==> src/rtl/argon_mem_pkg.sv <==
// Shared types for the Argon memory controller: access mask encodings,
// controller FSM states and the address alignment helpers.
package argon_mem_pkg;

  typedef enum logic [2:0] {
    RDMASK_NONE = 3'd0,
    RDMASK_BU   = 3'd1,
    RDMASK_B    = 3'd2,
    RDMASK_HU   = 3'd3,
    RDMASK_H    = 3'd4,
    RDMASK_W    = 3'd5
  } rd_mask_e;

  typedef enum logic [1:0] {
    WRMASK_NONE = 2'd0,
    WRMASK_B    = 2'd1,
    WRMASK_H    = 2'd2,
    WRMASK_W    = 2'd3
  } wr_mask_e;

  typedef enum logic [1:0] {
    ST_IDLE    = 2'd0,
    ST_ACCESS  = 2'd1,
    ST_CAPTURE = 2'd2,
    ST_RESP    = 2'd3
  } mem_state_e;

  localparam int WS_MAX = 15;

  // True when the byte offset is illegal for the access size.
  function automatic logic misaligned(input logic [1:0] lo, input logic is_half,
                                      input logic is_word);
    return (is_half && lo[0]) || (is_word && (lo != 2'b00));
  endfunction

  // Offending low bits forced to zero for the access size.
  function automatic logic [1:0] align_lo(input logic [1:0] lo, input logic is_half,
                                          input logic is_word);
    if (is_word)      return 2'b00;
    else if (is_half) return {lo[1], 1'b0};
    else              return lo;
  endfunction

endpackage

==> src/rtl/argon_mem_lane.sv <==
// Byte-lane steering: little-endian store replication with byte enables,
// and load lane extraction with zero/sign extension.
module argon_mem_lane
  import argon_mem_pkg::*;
(
  input  logic [1:0]  i_st_lo,
  input  wr_mask_e    i_wr_mask,
  input  logic [31:0] i_wr_data,
  output logic [3:0]  o_be,
  output logic [31:0] o_wdata,
  input  logic [1:0]  i_ld_lo,
  input  rd_mask_e    i_rd_mask,
  input  logic [31:0] i_rdata,
  output logic [31:0] o_ld_data
);

  logic [31:0] w_byte_sh;
  logic [31:0] w_half_sh;

  // Store steering: replicate the right-aligned data into every lane.
  always_comb begin
    o_be    = 4'h0;
    o_wdata = 32'h0;
    case (i_wr_mask)
      WRMASK_B: begin
        o_be    = 4'b0001 << i_st_lo;
        o_wdata = {4{i_wr_data[7:0]}};
      end
      WRMASK_H: begin
        o_be    = i_st_lo[1] ? 4'b1100 : 4'b0011;
        o_wdata = {2{i_wr_data[15:0]}};
      end
      WRMASK_W: begin
        o_be    = 4'hF;
        o_wdata = i_wr_data;
      end
      default: begin
        o_be    = 4'h0;
        o_wdata = 32'h0;
      end
    endcase
  end

  assign w_byte_sh = i_rdata >> {i_ld_lo, 3'b000};
  assign w_half_sh = i_rdata >> {i_ld_lo[1], 4'b0000};

  // Load extraction: shift the addressed lane down, then extend.
  always_comb begin
    o_ld_data = 32'h0;
    case (i_rd_mask)
      RDMASK_BU: o_ld_data = {24'h0, w_byte_sh[7:0]};
      RDMASK_B:  o_ld_data = {{24{w_byte_sh[7]}}, w_byte_sh[7:0]};
      RDMASK_HU: o_ld_data = {16'h0, w_half_sh[15:0]};
      RDMASK_H:  o_ld_data = {{16{w_half_sh[15]}}, w_half_sh[15:0]};
      RDMASK_W:  o_ld_data = i_rdata;
      default:   o_ld_data = 32'h0;
    endcase
  end

endmodule

==> src/rtl/argon_mem_ctrl.sv <==
// Argon memory controller: one CPU access at a time onto a single-port
// synchronous SRAM with byte enables and WAIT_STATES extra access cycles.
// Build option ARGON_MEM_MISALIGN_TRAP_EN: misaligned accesses skip the SRAM
// and respond with o_resp_err=1; otherwise they are silently aligned.
// Handshake: a request is taken on a clock edge where i_req_valid and
// o_req_ready are both high; o_resp_valid pulses for exactly one cycle.
module argon_mem_ctrl
  import argon_mem_pkg::*;
#(
  parameter int AW          = 12,
  parameter int WAIT_STATES = 0
) (
  input  logic          sys_clk,
  input  logic          i_reset,
  input  logic          i_req_valid,
  output logic          o_req_ready,
  input  logic [31:0]   i_addr,
  input  logic [31:0]   i_wr_data,
  input  logic [2:0]    i_rd_mask,
  input  logic [1:0]    i_wr_mask,
  output logic          o_resp_valid,
  output logic [31:0]   o_rd_data,
  output logic          o_resp_err,
  output logic          o_ram_en,
  output logic          o_ram_we,
  output logic [AW-1:0] o_ram_addr,
  output logic [3:0]    o_ram_be,
  output logic [31:0]   o_ram_wdata,
  input  logic [31:0]   i_ram_rdata,
  output logic [1:0]    o_dbg_state
);

  localparam logic [3:0] WS_INIT = WAIT_STATES[3:0];

  mem_state_e  r_state;
  logic [3:0]  r_wait;
  logic [1:0]  r_lo;
  rd_mask_e    r_rd;

  wr_mask_e    w_wr;
  rd_mask_e    w_rd;
  logic        w_is_half;
  logic        w_is_word;
  logic        w_is_mem;
  logic        w_trap;
  logic [1:0]  w_lo;
  logic [3:0]  w_be;
  logic [31:0] w_wdata;
  logic [31:0] w_ld_data;
  logic        w_unused_addr;

  // Request decode: a store wins over a load; read codes 6-7 mean no access.
  assign w_wr      = wr_mask_e'(i_wr_mask);
  assign w_rd      = ((w_wr != WRMASK_NONE) || (i_rd_mask > 3'd5)) ? RDMASK_NONE
                                                                   : rd_mask_e'(i_rd_mask);
  assign w_is_half = (w_wr == WRMASK_H) || (w_rd == RDMASK_H) || (w_rd == RDMASK_HU);
  assign w_is_word = (w_wr == WRMASK_W) || (w_rd == RDMASK_W);
  assign w_is_mem  = (w_wr != WRMASK_NONE) || (w_rd != RDMASK_NONE);
  assign w_lo      = align_lo(i_addr[1:0], w_is_half, w_is_word);

`ifdef ARGON_MEM_MISALIGN_TRAP_EN
  assign w_trap = misaligned(i_addr[1:0], w_is_half, w_is_word);
`else
  assign w_trap = 1'b0;
`endif

  // Address bits above the SRAM word range wrap and are intentionally dropped.
  assign w_unused_addr = ^i_addr[31:AW+2];
  assign o_dbg_state   = r_state;

  argon_mem_lane u_lane (
    .i_st_lo   (w_lo),
    .i_wr_mask (w_wr),
    .i_wr_data (i_wr_data),
    .o_be      (w_be),
    .o_wdata   (w_wdata),
    .i_ld_lo   (r_lo),
    .i_rd_mask (r_rd),
    .i_rdata   (i_ram_rdata),
    .o_ld_data (w_ld_data)
  );

  // Controller FSM with all outputs registered.
  always_ff @(posedge sys_clk or posedge i_reset) begin
    if (i_reset) begin
      r_state      <= ST_IDLE;
      r_wait       <= 4'd0;
      r_lo         <= 2'b00;
      r_rd         <= RDMASK_NONE;
      o_req_ready  <= 1'b1;
      o_resp_valid <= 1'b0;
      o_rd_data    <= 32'h0;
      o_resp_err   <= 1'b0;
      o_ram_en     <= 1'b0;
      o_ram_we     <= 1'b0;
      o_ram_addr   <= '0;
      o_ram_be     <= 4'h0;
      o_ram_wdata  <= 32'h0;
    end else begin
      o_resp_valid <= 1'b0;
      case (r_state)
        ST_IDLE: begin
          if (i_req_valid) begin
            o_req_ready <= 1'b0;
            r_lo        <= w_lo;
            r_rd        <= w_rd;
            r_wait      <= WS_INIT;
            o_ram_addr  <= i_addr[AW+1:2];
            o_ram_be    <= (w_wr == WRMASK_NONE) ? 4'hF : w_be;
            o_ram_wdata <= w_wdata;
            if (w_is_mem && !w_trap) begin
              r_state  <= ST_ACCESS;
              o_ram_en <= 1'b1;
              o_ram_we <= (w_wr != WRMASK_NONE);
            end else begin
              r_state      <= ST_RESP;
              o_resp_valid <= 1'b1;
              o_resp_err   <= w_trap;
              o_rd_data    <= 32'h0;
            end
          end
        end
        ST_ACCESS: begin
          if (r_wait == 4'd0) begin
            o_ram_en <= 1'b0;
            o_ram_we <= 1'b0;
            if (r_rd != RDMASK_NONE) begin
              r_state <= ST_CAPTURE;
            end else begin
              r_state      <= ST_RESP;
              o_resp_valid <= 1'b1;
              o_resp_err   <= 1'b0;
              o_rd_data    <= 32'h0;
            end
          end else begin
            r_wait <= r_wait - 4'd1;
          end
        end
        ST_CAPTURE: begin
          r_state      <= ST_RESP;
          o_resp_valid <= 1'b1;
          o_resp_err   <= 1'b0;
          o_rd_data    <= w_ld_data;
        end
        default: begin
          r_state     <= ST_IDLE;
          o_req_ready <= 1'b1;
          o_rd_data   <= 32'h0;
          o_resp_err  <= 1'b0;
        end
      endcase
    end
  end

endmodule

==> config.mk <==
export PLATFORM = sky130hd
export DESIGN_NAME = argon_mem_ctrl
export DESIGN_NICKNAME = d
export VERILOG_FILES = /design/src/rtl/argon_mem_pkg.sv /design/src/rtl/argon_mem_lane.sv /design/src/rtl/argon_mem_ctrl.sv
export SDC_FILE = /design/constraint.sdc
export NUM_CORES = 1
export LEC_CHECK = 0
export ABC_AREA = 1
export CORE_MARGIN = 4
export CORE_UTILIZATION = 45
export CTS_CLUSTER_SIZE = 16
export DETAILED_ROUTE_END_ITERATION = 8
export PLACE_DENSITY = 0.82
export SLEW_MARGIN = 5
export SYNTH_ARGS = -nofsm -noshare
export SYNTH_HDL_FRONTEND = slang
export SYNTH_SLANG_ARGS = --single-unit
==> constraint.sdc <==
create_clock -name sys_clk -period 4.3 [get_ports sys_clk]
set_clock_uncertainty 0.15 [all_clocks]
set_input_delay 0.86 -clock sys_clk [delete_from_list [all_inputs] [get_ports sys_clk]]
set_output_delay 0.86 -clock sys_clk [all_outputs]
set_load 0.1 [all_outputs]
# Word level (Yosys, flattened, before mapping)
# Index checks and enable logic that the tools add are counted.
# Widths: inputs -> output; s select.
[classes]
bitwise_logic = 1
shift = 3
n_lt_le_gt_ge = 1
n_eq_ne = 19
addsub = 1
reduce_logical = 19
mux = 40
[ops]
columns = ["cell", "count"]
rows = [
  ["$pmux 32 s3", 2],
  ["$pmux 32 s5", 1],
  ["$mux 32", 4],
  ["$shr 32x5->16", 1],
  ["$shr 32x5->8", 1],
  ["$mux 1", 16],
  ["$mux 4", 4],
  ["$eq 3x3->1 const B", 4],
  ["$ne 2x2->1 const B", 6],
  ["$pmux 4 s3", 1],
  ["$eq 3x2->1 const B", 3],
  ["$mux 2", 4],
  ["$pmux 1 s2", 4],
  ["$pmux 4 s2", 1],
  ["$reduce_and 4->1", 2],
  ["$eq 2x2->1 const B", 3],
  ["$pmux 2 s3", 1],
  ["$reduce_and 2->1", 3],
  ["$reduce_bool 3->1", 2],
  ["$logic_or 1x1->1", 5],
  ["$eq 2x1->1 const B", 2],
  ["$logic_not 2->1", 2],
  ["$logic_not 4->1", 1],
  ["$reduce_bool 2->1", 2],
  ["9 further kinds", 9],
]
[word_totals]
output_inout_bits = 87
regBits = 96

# Logic depth before layout (Yosys ltp)
# Gate-level depths: netlist (run 1).
[logic_depth]
depth_word = 11
mapped_depth = 12
mapped_depth_nobuf = 11

# By module
# A second synthesis (run 1) with hierarchy kept.
[hier_totals]
hier_cells = 779
area_unflattened_um2 = 5555.3
[by_module_without_submodules]
columns = ["mod", "cells_each", "area_per_inst_um2", "seq_area_each_um2", "instances"]
rows = [
  ["argon_mem_ctrl", 462, 4219.0, 2378.5, 1],
  ["argon_mem_lane", 317, 1336.3, 0.0, 1],
]

# Worst setup path after synthesis (run 1)
# No wires, ideal clock.
[synth_timing]
kind = "reg2reg"
startpoint = "register r_state[0], in the netlist o_dbg_state[0]"
endpoint = "register o_rd_data[0]"
path_stages_with_launch = 12
setup_slack_ps = 1785
required_time_ps = 4030
arrival_time_ps = 2246
synth_period_minus_slack_ps = 2515
path_buffers = 1
cell_sequence = "dfrtp_1 > inv_1 > ha_1 > inv_1 > nor2_1 > inv_1 > nand2_1 > a21oi_4 > inv_2 > buf_2 > nand2_1 > nand2_1"
[synth_between]
elab_chain_len = 3
[synth_lines]
columns = ["element", "line", "text"]
rows = [
  ["start, declared", "argon_mem_ctrl.sv:35", "mem_state_e r_state;"],
  ["start signal, assigned", "argon_mem_ctrl.sv:86", "r_state <= ST_IDLE;"],
  ["start signal, assigned", "argon_mem_ctrl.sv:112", "r_state <= ST_ACCESS;"],
  ["start signal, assigned", "argon_mem_ctrl.sv:116", "r_state <= ST_RESP;"],
  ["$eq 2x1->1 or $logic_not 2->1 (tied branches)", "argon_mem_ctrl.sv:101", "case (r_state)"],
  ["$ne 2x2->1 (no line)", "-", ""],
  ["$reduce_and 4->1 (no line)", "-", ""],
  ["end signal, assigned", "argon_mem_ctrl.sv:143", "o_rd_data <= w_ld_data;"],
  ["end, declared", "argon_mem_ctrl.sv:22", "output logic [31:0] o_rd_data,"],
]
# Several ways; a longest one is shown, not always the timed one.
# A chain may end at the register's enable or synchronous reset.

# Worst setup path in the final report (run 1)
[layout_timing]
startpoint = "register o_req_ready"
endpoint = "output o_req_ready"
[layout_rtl]
columns = ["element", "line", "text"]
rows = [
  ["start, declared", "argon_mem_ctrl.sv:16", "output logic o_req_ready,"],
  ["start signal, assigned", "argon_mem_ctrl.sv:90", "o_req_ready <= 1'b1;"],
  ["start signal, assigned", "argon_mem_ctrl.sv:104", "o_req_ready <= 1'b0;"],
  ["start signal, assigned", "argon_mem_ctrl.sv:147", "o_req_ready <= 1'b1;"],
]
# No word-level cell between the ends.

==> results summary, run 1 <==
Dividing the synthesized area by the synthesized cell count gives 7.21 sq um. The cell leakage power came out at 3.60 nW. The combined area of all synthesized cells came out at 5030 sq um.

The number of placed I/O pins came out at 191. TritonCTS built the clock tree. The vias per cell came out at 5.04. The power density relative to cell area came out at 891 nW/um^2. The flow ran to the end, and the final reports show no timing, DRC or antenna violations. In this run the horizontal extent of the chip is 114 um. The share of async-settable or async-resettable flops after synthesis is 100%. Along the worst hold path, the cell count comes to 2.

The clock drives 95 sinks. In the routed design, unresolved DRC markers number 0. Input and output buffers added on the ports amount to 171. For this run, the share of the core covered by cells in the final layout is 65.0%. The initial antenna violation count came out at 0. The fraction of final layout cells with drive strength greater than 1 is 3.73%.

The synthesis warning total is 0. The number of max-slew violations in the final report came to 0. Summed over all layers, the global routing overflow is 0.

The height of the chip is 114 um. The tool flagged a number of max-cap violations equal to 0. Counting both buffers and inverters, the worst setup path holds a total of 1. The portion of synthesized cell area occupied by the leading cell type is 46.8%. The synthesis-stage register bit count came out at 95. The post-synthesis net count is 808.

Of all cell types, the one taking the most synthesized area is dfrtp_1. The instance area at placement came out at 6820 sq um. In the final design database the tool counted 963 nets.

The maximum cell stage delay along the critical path is 1.12 ns. The count of vias placed by the detailed router is 5031. Yosys attributes the largest share of cell area to dfrtp_1 (47%), nand2_1 (18%), nor2_1 (5.4%).

The count of hold-fix buffers inserted at cts came out at 0. Traced cell by cell, the critical path runs through clkdlybuf4s50_1. The placed cell count came out at 982. In this run the number of H-tree levels came out at 3.

The worst relative slew slack is 23.8%. The number of logic stages on the critical path including buffering came out at 1. In this run, the number of DRC markers left after iteration 0 of detailed routing was 294.

The cell count after synthesis came out at 698. The cell at the root of the clock tree is clkbuf_8. The maximum buffer depth of the clock tree is 2. The post-detailed-route wirelength per cell is 14.7 um.

The number of nets with antenna violations after detailed routing is 0. By count the netlist is led by nand2_1 (247), dfrtp_1 (94), nor2_1 (73), inv_1 (62), a21oi_1 (50). The via count of the first global-routing pass came out at 4941. The unique cell type count in the Yosys netlist came out at 32. Hold timing on the final database bottoms out at a slack of 0.332 ns.

The multi-input combinational cell area is 2250 sq um. The final period demand of the worst path is 3.03 ns. The relative area change from synthesis to final layout came out at 40.8%. In this run, CTS created clock tree buffers numbering 9. The most numerous cell in the Yosys netlist is nand2_1. Buffers added to address setup during post-CTS repair amount to 0. The finished cells cover 7080 sq um. The half-perimeter wire length of the detailed placement result is 10.5 mm.

STA classifies the critical path endpoint as a primary output. The proportion of synthesized chip area in sequential cells came out at 47.3%. The predominant post-synthesis flop cell is dfrtp_1. The number of synthesized flops with an enable pin is 0.

The initial standard-cell utilization of the core came out at 46.2%. The total wirelength of the detailed-routed design is 14.6 mm. The data arrival time at the worst-slack endpoint is 2.02 ns. The number of antenna diodes in the final layout is 0.

On the critical path, the stage with the largest delay is an instance of clkdlybuf4s50_1. The worst setup path is launched from a flop. The number of cells on the worst reg-to-reg path is 8. The category of the most critical setup path is flop to primary output.

Setup repair after global routing left no endpoint under its margin. The final hold violation count is 0. The highest fanout seen on the critical path is 2. At the end of routability-driven placement, the weighted congestion stood at 0.845. The global-route usage over all layers came out at 22.9%. The die covers 12900 sq um. The global-route wire length before repair came out at 23.9 mm. The register area came out at 2380 sq um. The transition time at the pin with the least slew margin is 1.14 ns. Clock-pin slew was measured on the worst setup and hold paths at 0.09 ns. The clock insertion delay at the later pin of the skew report is 0.37 ns. The count of instances resized after the clock tree is built is 0. The largest vdd supply drop came out at 718 uV. The final cell count without fillers came out at 998.

The post-route setup TNS is 0 ns. The total of endpoints with negative setup slack in the final report is 0. The kind of cell adding the most delay to the critical path is buffers and inverters. The row count is 38. Entering global routing, the biggest net connects 56 pins.

The share of the cycle needed by the critical path after routing is 70.5%. The number of fill cells is 950. The critical path data required time is 3.29 ns. The maximum clock frequency came out at 0.330 GHz.

The number of iterations in the first detailed-routing pass is 5. In this run the worst hold path is classified as flop to flop. The standard cell core area came out at 10900 sq um.
cell type report:
type,instances,share of cell area (%)
Sequential cell,95,33.6
Multi-Input combinational cell,502,31.8
Timing Repair Buffer,177,24.8
Inverter,68,3.64
Tap cell,140,2.47
Clock inverter,6,1.87
Clock buffer,10,1.80
layer usage:
layer / share of wire [%] / vias to the layer above / routed length [um] / GRT usage (%)
met1: 43 / 2294 / 6250 / 29.4
li1: - / 2511 / - / -
met3: 10 / 17 / 1520 / 7.59
met4: 1.6 / 0 / 235 / 7.61
met2: 45 / 209 / 6630 / 36.6
met5: 0 / - / 0 / 0
power breakdown:
group | total (W) | leakage, nW | switching (W) | internal [W]
Combinational | 0.00409 | 2.25 | 0.00316 | 0.000927
Sequential | 0.00145 | 1.23 | 0.000230 | 0.00122
Clock | 0.000772 | 0.126 | 0.000328 | 0.000445
registers in the layout, summed over array words and instances (netlist names), 2 cells and up:
name,count
o_ram_be,4
o_rd_data,32
o_ram_wdata,32
o_dbg_state,2
o_ram_addr,12
r_wait,4
r_lo,2
r_rd,3
cell usage in the layout (no fill, tap or decap), drive strengths merged:
cell type and instances:
ha 6, nor3 2, o21ai 47, or2 1
o211ai 1, a21oi 51, o21bai 1, clkinvlp 1
dfstp 1, dfrtp 94, nand2 248, a22oi 1
nand4 4, clkbuf 10, inv 65, a31oi 1
clkdlybuf4s50 171, o21a 8, clkinv 4, buf 6
conb 1, bufinv 4, a22o 7, nor2 74
o31ai 1, xor2 1, o22ai 3, nand3 44
path summary, 6_finish.rpt:
kind | startpoint | end | slack [ns]
worst max-delay path | o_req_ready | o_req_ready | 1.27
worst min-delay path | o_ram_wdata[25] | o_ram_wdata[25] | 0.33
worst max register to register | r_lo[1] | o_rd_data[8] | 1.62
worst min register to register | o_ram_wdata[25] | o_ram_wdata[25] | 0.33
max in group asynchronous | i_reset | o_req_ready | 2.41
min in group asynchronous | i_reset | o_rd_data[13] | 0.78
kinds of logic (layout without fill, tap and decap cells):
kind of cell    Yosys count  count (layout)  synth area share [%]
flops                    95              95                  47.3
compound gates          121             121                  13.5
other cells               1               1                0.0745
buf+inv                 101             261                  7.98
xor+xnor                  1               1                 0.174
simple gates            373             373                  29.5
fa+ha+maj                 6               6                  1.49
through the flow:
step	setup slack (ns)	power [W]
finish	1.27	0.00631
floorplan	0.815	0.00457
detailed placement	1.17	0.00555
global placement	1.23	0.00552
CTS	1.25	0.00633
global route	1.23	0.00664
(Power assumes the default switching activity.)
==> inputs of run 2 (changes only) <==
--- a/config.mk
+++ b/config.mk
@@ -7,10 +7,10 @@
 export LEC_CHECK = 0
 export ABC_AREA = 1
 export CORE_MARGIN = 4
-export CORE_UTILIZATION = 45
+export CORE_UTILIZATION = 40
 export CTS_CLUSTER_SIZE = 16
 export DETAILED_ROUTE_END_ITERATION = 8
-export PLACE_DENSITY = 0.82
+export PLACE_DENSITY = 0.77
 export SLEW_MARGIN = 5
 export SYNTH_ARGS = -nofsm -noshare
 export SYNTH_HDL_FRONTEND = slang
==> constraint.sdc (replaced) <==
create_clock -name sys_clk -period 2.53 [get_ports sys_clk]
set_clock_uncertainty 0.15 [all_clocks]
set_input_delay 0.506 -clock sys_clk [delete_from_list [all_inputs] [get_ports sys_clk]]
set_output_delay 0.506 -clock sys_clk [all_outputs]
set_load 0.1 [all_outputs]
==> run 2 against run 1 <==
Sequential share of layout area barely moved. Via count rose by 0.80%. Final cell count rose by 4.1%. Wire length rose by 0.79%. Setup slack got worse by 0.80 ns. Register-to-register slack got worse by 1.2 ns. Global-route usage fell by 2.4 points. Design area barely moved. Largest power group unchanged.
==> results summary, run 2 (synthesis results as in run 1) <==
The run finished with clean final reports. In this design, the largest share of critical-path delay is due to buffers and inverters. The maximum buffer depth of the clock tree came out at 2 (unchanged).

The pin count of the biggest net entering global routing came out at 43 (-23%). The signal on the critical path passes through inv_1 -> ha_1 -> inv_1 -> nor2_1 -> inv_1 -> nand2_1 -> a21oi_4 -> inv_2 -> nand2_1 -> nand2_1. The clock transition at the register clock pins on the worst setup and hold paths after CTS is 0.07 ns (-0.02 ns). The cell leakage power is 3.83 nW (+6.3%). The violation count after the first detailed-routing iteration came out at 303 (+3.1%). The global-route usage over all layers is 20.5% (-2.4 points).

The number of max-slew violations in the final report came out at 0 (unchanged). The reg2reg setup slack came to 0.47 ns (-1.15 ns). The worst register-to-register path ends at o_rd_data[12]. The number of cells on the worst reg-to-reg path is 10 (+2).

The number of fill cells came to 1141 (+20%). The area of the die is 14400 sq um (+12%). The number of violations of the max-capacitance limit came out at 0 (unchanged). The transition time at the pin with the least slew margin is 0.555 ns (-0.588 ns).

The leading cell type in the layout, fill and taps excluded is nand2_1. The critical path data required time came out at 2.66 ns (-0.63 ns). The top cell types in the final layout, fill and taps aside, are nand2_1 (246), buf_4 (102), dfrtp_1 (94).

TritonCTS built the clock tree. The class of the most critical hold timing path is flop to flop. The largest vdd supply drop came out at 1240 uV (+73%).

The post-detailed-route wirelength per cell was 14.2 um (-3.2%). The DRC violations left came out at 0 (unchanged). The number of buffers inserted during clock tree synthesis was 9 (unchanged).

The worst relative slew slack came to 62.9% (+39 points). The fraction of final layout cells with drive strength greater than 1 was 15.2% (+11 points). The CTS sink count is 95 (unchanged). The number of iterations in the first detailed-routing pass is 5 (unchanged). The vias per cell came out at 4.88 (-3.2%). The number of buffers inserted by port buffering is 171 (unchanged). The sort of element at the end of the critical path is a flop. The data arrival time at the worst-slack endpoint came out at 2.20 ns (+0.18 ns). The relative area change from synthesis to final layout is 40.9% (about the same). The number of buffer and inverter instances along the worst setup path came out at 4 (+3). The number of placed I/O pins is 191 (unchanged). In this run the critical register-to-register path is launched from o_dbg_state[0]. The height of the chip came to 120 um (+5.6%). The maximum cell stage delay along the critical path is 0.41 ns (-0.71 ns). The initial standard-cell utilization of the core is 41.4% (-4.8 points). The total of endpoints with negative setup slack in the final report is 0 (unchanged). The half-perimeter wire length of the detailed placement result came out at 10.9 mm (+4.5%). The global-route wire length before repair was 23.7 mm (-0.81%). The slowest stage of the critical path belongs to the cell dfrtp_1.

The number of nets in the final layout is 976 (+1.3%). The power density relative to cell area came to 1520 nW/um^2 (+70%). The most critical setup path has its startpoint at o_dbg_state[0]. The initial antenna violation count is 0 (unchanged).

The total wirelength of the detailed-routed design is 14.7 mm (+0.79%). Of the available clock period, the critical path in the final layout requires 81.6%. The count of hold-fix buffers inserted at cts is 0 (unchanged).

The number of antenna repair diodes is 0 (unchanged). The count of H-tree levels built during CTS was 3 (unchanged). The count of vias placed by the detailed router came out at 5071 (+0.80%).

The via count of the first global-routing pass came out at 4744 (-4.0%). The standard cell core area is 12200 sq um (+12%). Clock tree synthesis selected as its root buffer the cell clkbuf_16. The total grt overflow came out at 0 (unchanged). Setup repair after global routing left no endpoint under its margin. The highest fanout seen on the critical path came out at 32 (+30).

The post-route setup TNS came out at 0 ns (unchanged). The row count is 40 (+5.3%). The final weighted congestion of routability-driven global placement was 0.851 (+0.72%). The final hold violation count came to 0 (unchanged). The launching element type of the critical path is a flop. The largest registers in the layout are o_ram_wdata: 32 flops, o_rd_data: 32 flops, o_ram_addr: 12 flops. The critical path is of the flop to flop type. The die outline width is 120 um (+5.6%). The number of logic stages on the critical path including buffering is 10 (+9). The count of instances resized after the clock tree is built was 0 (unchanged). The worst slack on hold paths is 0.330 ns (-0.00181 ns). The clock insertion delay at the later pin of the skew report came out at 0.34 ns (-0.03 ns). The post-CTS setup buffer count is 0 (unchanged). In this run the worst setup path terminates at o_rd_data[12]. The final period demand of the worst path is 2.06 ns. The number of nets with antenna violations after detailed routing is 0 (unchanged). Based on the critical path, the design can be clocked at up to 0.484 GHz.
-- run 2: metal layers --
layer  wire (um)  vias to the layer above  GRT usage, %
met1        6500                     2320          26.5
met5           0                        -             0
met4         240                        0          6.87
met2        6660                      185          32.3
li1            -                     2548             -
met3        1350                       18          6.74
-- run 2: area by class of cell --
| type | instances | area [sq um] | share of cell area [%] |
|---|---|---|---|
| flip-flops and latches | 95 | 2380 | 33.6 |
| multi-input cells | 502 | 2250 | 31.8 |
| repair buffers | 190 | 1680 | 23.7 |
| inverters | 68 | 259 | 3.65 |
| clock buffers | 11 | 253 | 3.57 |
| well taps | 168 | 210 | 2.97 |
| clock inverters | 5 | 56.3 | 0.794 |
-- run 2: worst min-delay path, delay by kind of cell, from the launching register on --
kind,cells,cell delay (ns)
flops,1,0.34
simple gates,2,0.11
-- run 2: power by group --
part | leakage, nW | internal, W | switching [W]
combinational | 2.45 | 0.00148 | 0.00542
clock | 0.152 | 0.000818 | 0.000585
sequential | 1.23 | 0.00208 | 0.000355
-- run 2: how the worst min path moves through the flow --
stage | from | end | slack [ns] | depth (start not counted)
after floorplan | r_wait[0] | r_wait[0] | 0.31 | 1
after global placement | o_ram_addr[3] | o_ram_addr[3] | 0.31 | 2
after detailed placement | o_ram_wdata[25] | o_ram_wdata[25] | 0.32 | 2
after CTS | o_ram_addr[3] | o_ram_addr[3] | 0.33 | 2
after global routing | o_rd_data[26] | o_rd_data[26] | 0.35 | 2
final | o_rd_data[28] | o_rd_data[28] | 0.33 | 2
-- run 2: through the flow --
stage	power, W	cells	util, %	cell area [sq um]	setup slack, ns
4_1_cts	0.0108	1039	58.3	7090	0.435
3_5_place_dp	0.00938	1023	55.7	6780	0.128
6_report	0.0107	1039	58.3	7090	0.465
3_3_place_gp	0.00931	1023	55.7	6780	0.195
2_1_floorplan	0.00776	698	-	5030	0.0146
5_1_grt	0.0113	1039	58.3	7090	0.200
==> inputs of run 3 (changes only) <==
--- a/config.mk
+++ b/config.mk
@@ -7,10 +7,10 @@
 export LEC_CHECK = 0
 export ABC_AREA = 1
 export CORE_MARGIN = 4
-export CORE_UTILIZATION = 40
+export CORE_UTILIZATION = 45
 export CTS_CLUSTER_SIZE = 16
 export DETAILED_ROUTE_END_ITERATION = 8
-export PLACE_DENSITY = 0.77
+export PLACE_DENSITY = 0.82
 export SLEW_MARGIN = 5
 export SYNTH_ARGS = -nofsm -noshare
 export SYNTH_HDL_FRONTEND = slang
==> constraint.sdc (replaced) <==
create_clock -name sys_clk -period 2 [get_ports sys_clk]
set_clock_uncertainty 0.15 [all_clocks]
set_input_delay 0.4 -clock sys_clk [delete_from_list [all_inputs] [get_ports sys_clk]]
set_output_delay 0.4 -clock sys_clk [all_outputs]
set_load 0.1 [all_outputs]
==> run 3 against run 2 <==
The run now ends with negative setup slack left. Clock power is 14% lower. Sequential cell count did not move. Worst hold slack lost 0.033 ns. Setup slack lost 0.47 ns. Sequential share of layout area is 4.9 points lower. Sequential power up 41%. Maximum frequency rose by 3.0%. Via count up 9.3%. Largest cell class is now buffers. Final cell count about the same. Largest power group unchanged. Die area shrank 10%.
==> results summary, run 3 (synthesis results as in run 1) <==
The run finished, with violations left. The checks that failed: negative setup slack. The largest vdd supply drop came to 1730 uV (+39%). The minimum setup slack after placement is -0.238 ns (-0.366 ns). The endpoint identified for the worst register-to-register timing path is o_dbg_state[1]. The total wirelength of the detailed-routed design came out at 17.1 mm (+16%). The critical path is of the flop to flop type. The number of logic stages on the critical path including buffering came out at 9 (-1). The initial antenna violation count is 0 (unchanged).

The maximum buffer depth of the clock tree came out at 2 (unchanged). The kind of cell adding the most delay to the critical path is simple AND/OR/NAND/NOR gates. The leading cell type in the layout, fill and taps excluded is nand2_1. The pin count of the biggest net entering global routing came out at 56 (+30%). The global-route wire length before repair came out at 27.3 mm (+15%). STA classifies the critical path endpoint as a flop. The root buffer cell chosen for the clock tree is clkbuf_8. The height of the chip came out at 114 um (-5.3%). The wire length on met2 came out at 8.33 mm (+25%). The number of cells on the worst reg-to-reg path came out at 9 (-1). In the layout the commonest cells are nand2_1 (242), dfrtp_1 (92), buf_12 (90).

The design area came to 8320 sq um (+17%). The count of H-tree levels built during CTS came to 3 (unchanged). The die outline width came out at 114 um (-5.3%). The CTS sink count is 95 (unchanged). The min-delay analysis places its worst path in the category input port to asynchronous set/reset pin. The maximum cell stage delay along the critical path is 0.43 ns (+0.02 ns).

The via count of the first global-routing pass came to 5584 (+18%). The instance area at placement came to 7980 sq um (+18%). The row count was 38 (-5.0%). The slack of the critical path came out at -0.00531 ns (-0.470 ns). The share of the cycle needed by the critical path after routing came out at 100% (+19 points). In this run the worst setup path terminates at o_dbg_state[1].

The launching element type of the critical path is a flop. The violation count after the first detailed-routing iteration was 355 (+17%). The vias per cell is 5.33 (+9.2%). Relative to the synthesized area, the layout overhead comes to 65.3%. The global-route usage over all layers was 26.4% (+5.9 points). The final period demand of the worst path is 2.01 ns (-0.0597 ns). The final hold violation count came out at 0 (unchanged).

The number of buffers inserted by port buffering came out at 171 (unchanged). The initial standard-cell utilization of the core came out at 46.2% (+4.8 points). The standard cell core area came out at 10900 sq um (-10%).

The number of buffers inserted during clock tree synthesis is 9 (unchanged). The total of endpoints with negative setup slack in the final report came out at 1 (+1). The count of vias placed by the detailed router came out at 5542 (+9.3%).

The number of iterations in the first detailed-routing pass is 5 (unchanged). The largest registers in the layout are o_ram_wdata: 32 flops, o_rd_data: 32 flops, o_ram_addr: 12 flops. The number of nets with antenna violations after detailed routing is 0 (unchanged). The post-detailed-route wirelength per cell is 16.5 um (+16%). The clock transition at the register clock pins on the worst setup and hold paths after CTS is 0.10 ns (+0.03 ns). The number of buffer and inverter instances along the worst setup path is 2 (-2).

TritonCTS built the clock tree. The slowest stage of the critical path belongs to the cell dfrtp_1. The number of nets in the final layout is 1005 (+3.0%).

The detailed route wirelength on metal3 was 2.04 mm (+51%). The critical path starts at r_wait[0]. The detailed router used layers up to and including met4.

The final weighted congestion of routability-driven global placement is 0.980 (+15%). The area of the die came out at 12900 sq um (-10%). The maximum clock frequency was 0.499 GHz (+3.0%). The most repeated library cell on the critical path is nor2_1. The data arrival time at the worst-slack endpoint is 2.14 ns (-0.06 ns).

The total grt overflow is 0 (unchanged). The fraction of final layout cells with drive strength greater than 1 came to 19.7% (+4.5 points). The core occupancy in the finished layout came out at 76.4% (+18 points).

The clock insertion delay at the later pin of the skew report is 0.36 ns (+0.02 ns). Walking the worst path, the cells encountered are inv_2 -> ha_2 -> nand2_2 -> nor2_4 -> nor2_1 -> nor2_1 -> inv_1 -> or2_2 -> o21ai_0. The power density relative to cell area is 1900 nW/um^2 (+26%). The met1 wire length came out at 6.29 mm (-3.3%). The highest fanout seen on the critical path came out at 3 (-91%). The reg2reg setup slack was -0.005 ns (-0.47 ns). The number of placed I/O pins came out at 191 (unchanged).

The number of violations of the max-capacitance limit is 0 (unchanged). The critical path data required time is 2.13 ns (-0.53 ns). The number of max-slew violations in the final report is 0 (unchanged). The cell leakage power came out at 4.23 nW (+10%).

The DRC violations left is 0 (unchanged). The number of antenna repair diodes was 0 (unchanged). The startpoint identified for the worst register-to-register timing path is r_wait[0]. The half-perimeter wire length of the detailed placement result came out at 12.6 mm (+15%).
run 3: report_power, final:
part           switching (W)  internal, W  total [W]
logic                0.00727      0.00392     0.0112
clock network       0.000681     0.000519    0.00120
registers           0.000803      0.00263    0.00343
run 3: final cells by class:
class,instances,area [sq um]
Clock buffer,13,159
Tap cell,140,175
Sequential cell,95,2380
Multi-Input combinational cell,502,2300
Timing Repair Buffer,219,3010
Inverter,68,272
Clock inverter,3,17.5
Fill cell,728,2570
run 3: worst min-delay path by stage:
stage	end	slack, ns	cells after the start
finish	o_rd_data[5]	0.30	3
global route	o_rd_data[5]	0.31	3
CTS	o_rd_data[5]	0.30	3
detailed placement	r_wait[0]	0.35	1
global placement	r_wait[0]	0.33	1
floorplan	r_wait[0]	0.31	1
run 3: layer usage:
layer	GRT usage, %	up-vias
met3	9.97	40
met2	43.9	319
met1	30.9	2589
met5	0	-
met4	10.1	0
li1	-	2594
run 3: repair_timing:
item | in CTS | in global routing
gates resized for setup | 3 | 21
buffers inserted | 0 | 8
pin swaps | 0 | 3
cloned | 0 | 2
endpoints found under the setup margin | 32 | 36
hold buffers | 0 | 0
run 3: worst register-to-register path, cell delays in order (launching register included):
cell and delay [ns]:
dfrtp_1 0.43, inv_2 0.07, ha_2 0.18, nand2_2 0.07
nor2_4 0.16, nor2_1 0.09, nor2_1 0.21, inv_1 0.09
or2_2 0.29, o21ai_0 0.18
run 3: metrics by stage:
step | hold WS, ns | total power [W] | instances | setup TNS [ns]
5_1_grt | 0.310 | 0.0165 | 1040 | -1.52
2_1_floorplan | 0.307 | 0.00990 | 698 | -1.43
6_report | 0.297 | 0.0158 | 1040 | -0.00531
4_1_cts | 0.297 | 0.0153 | 1030 | 0
3_5_place_dp | 0.347 | 0.0141 | 1014 | -7.56
3_3_place_gp | 0.332 | 0.0138 | 1014 | -4.40
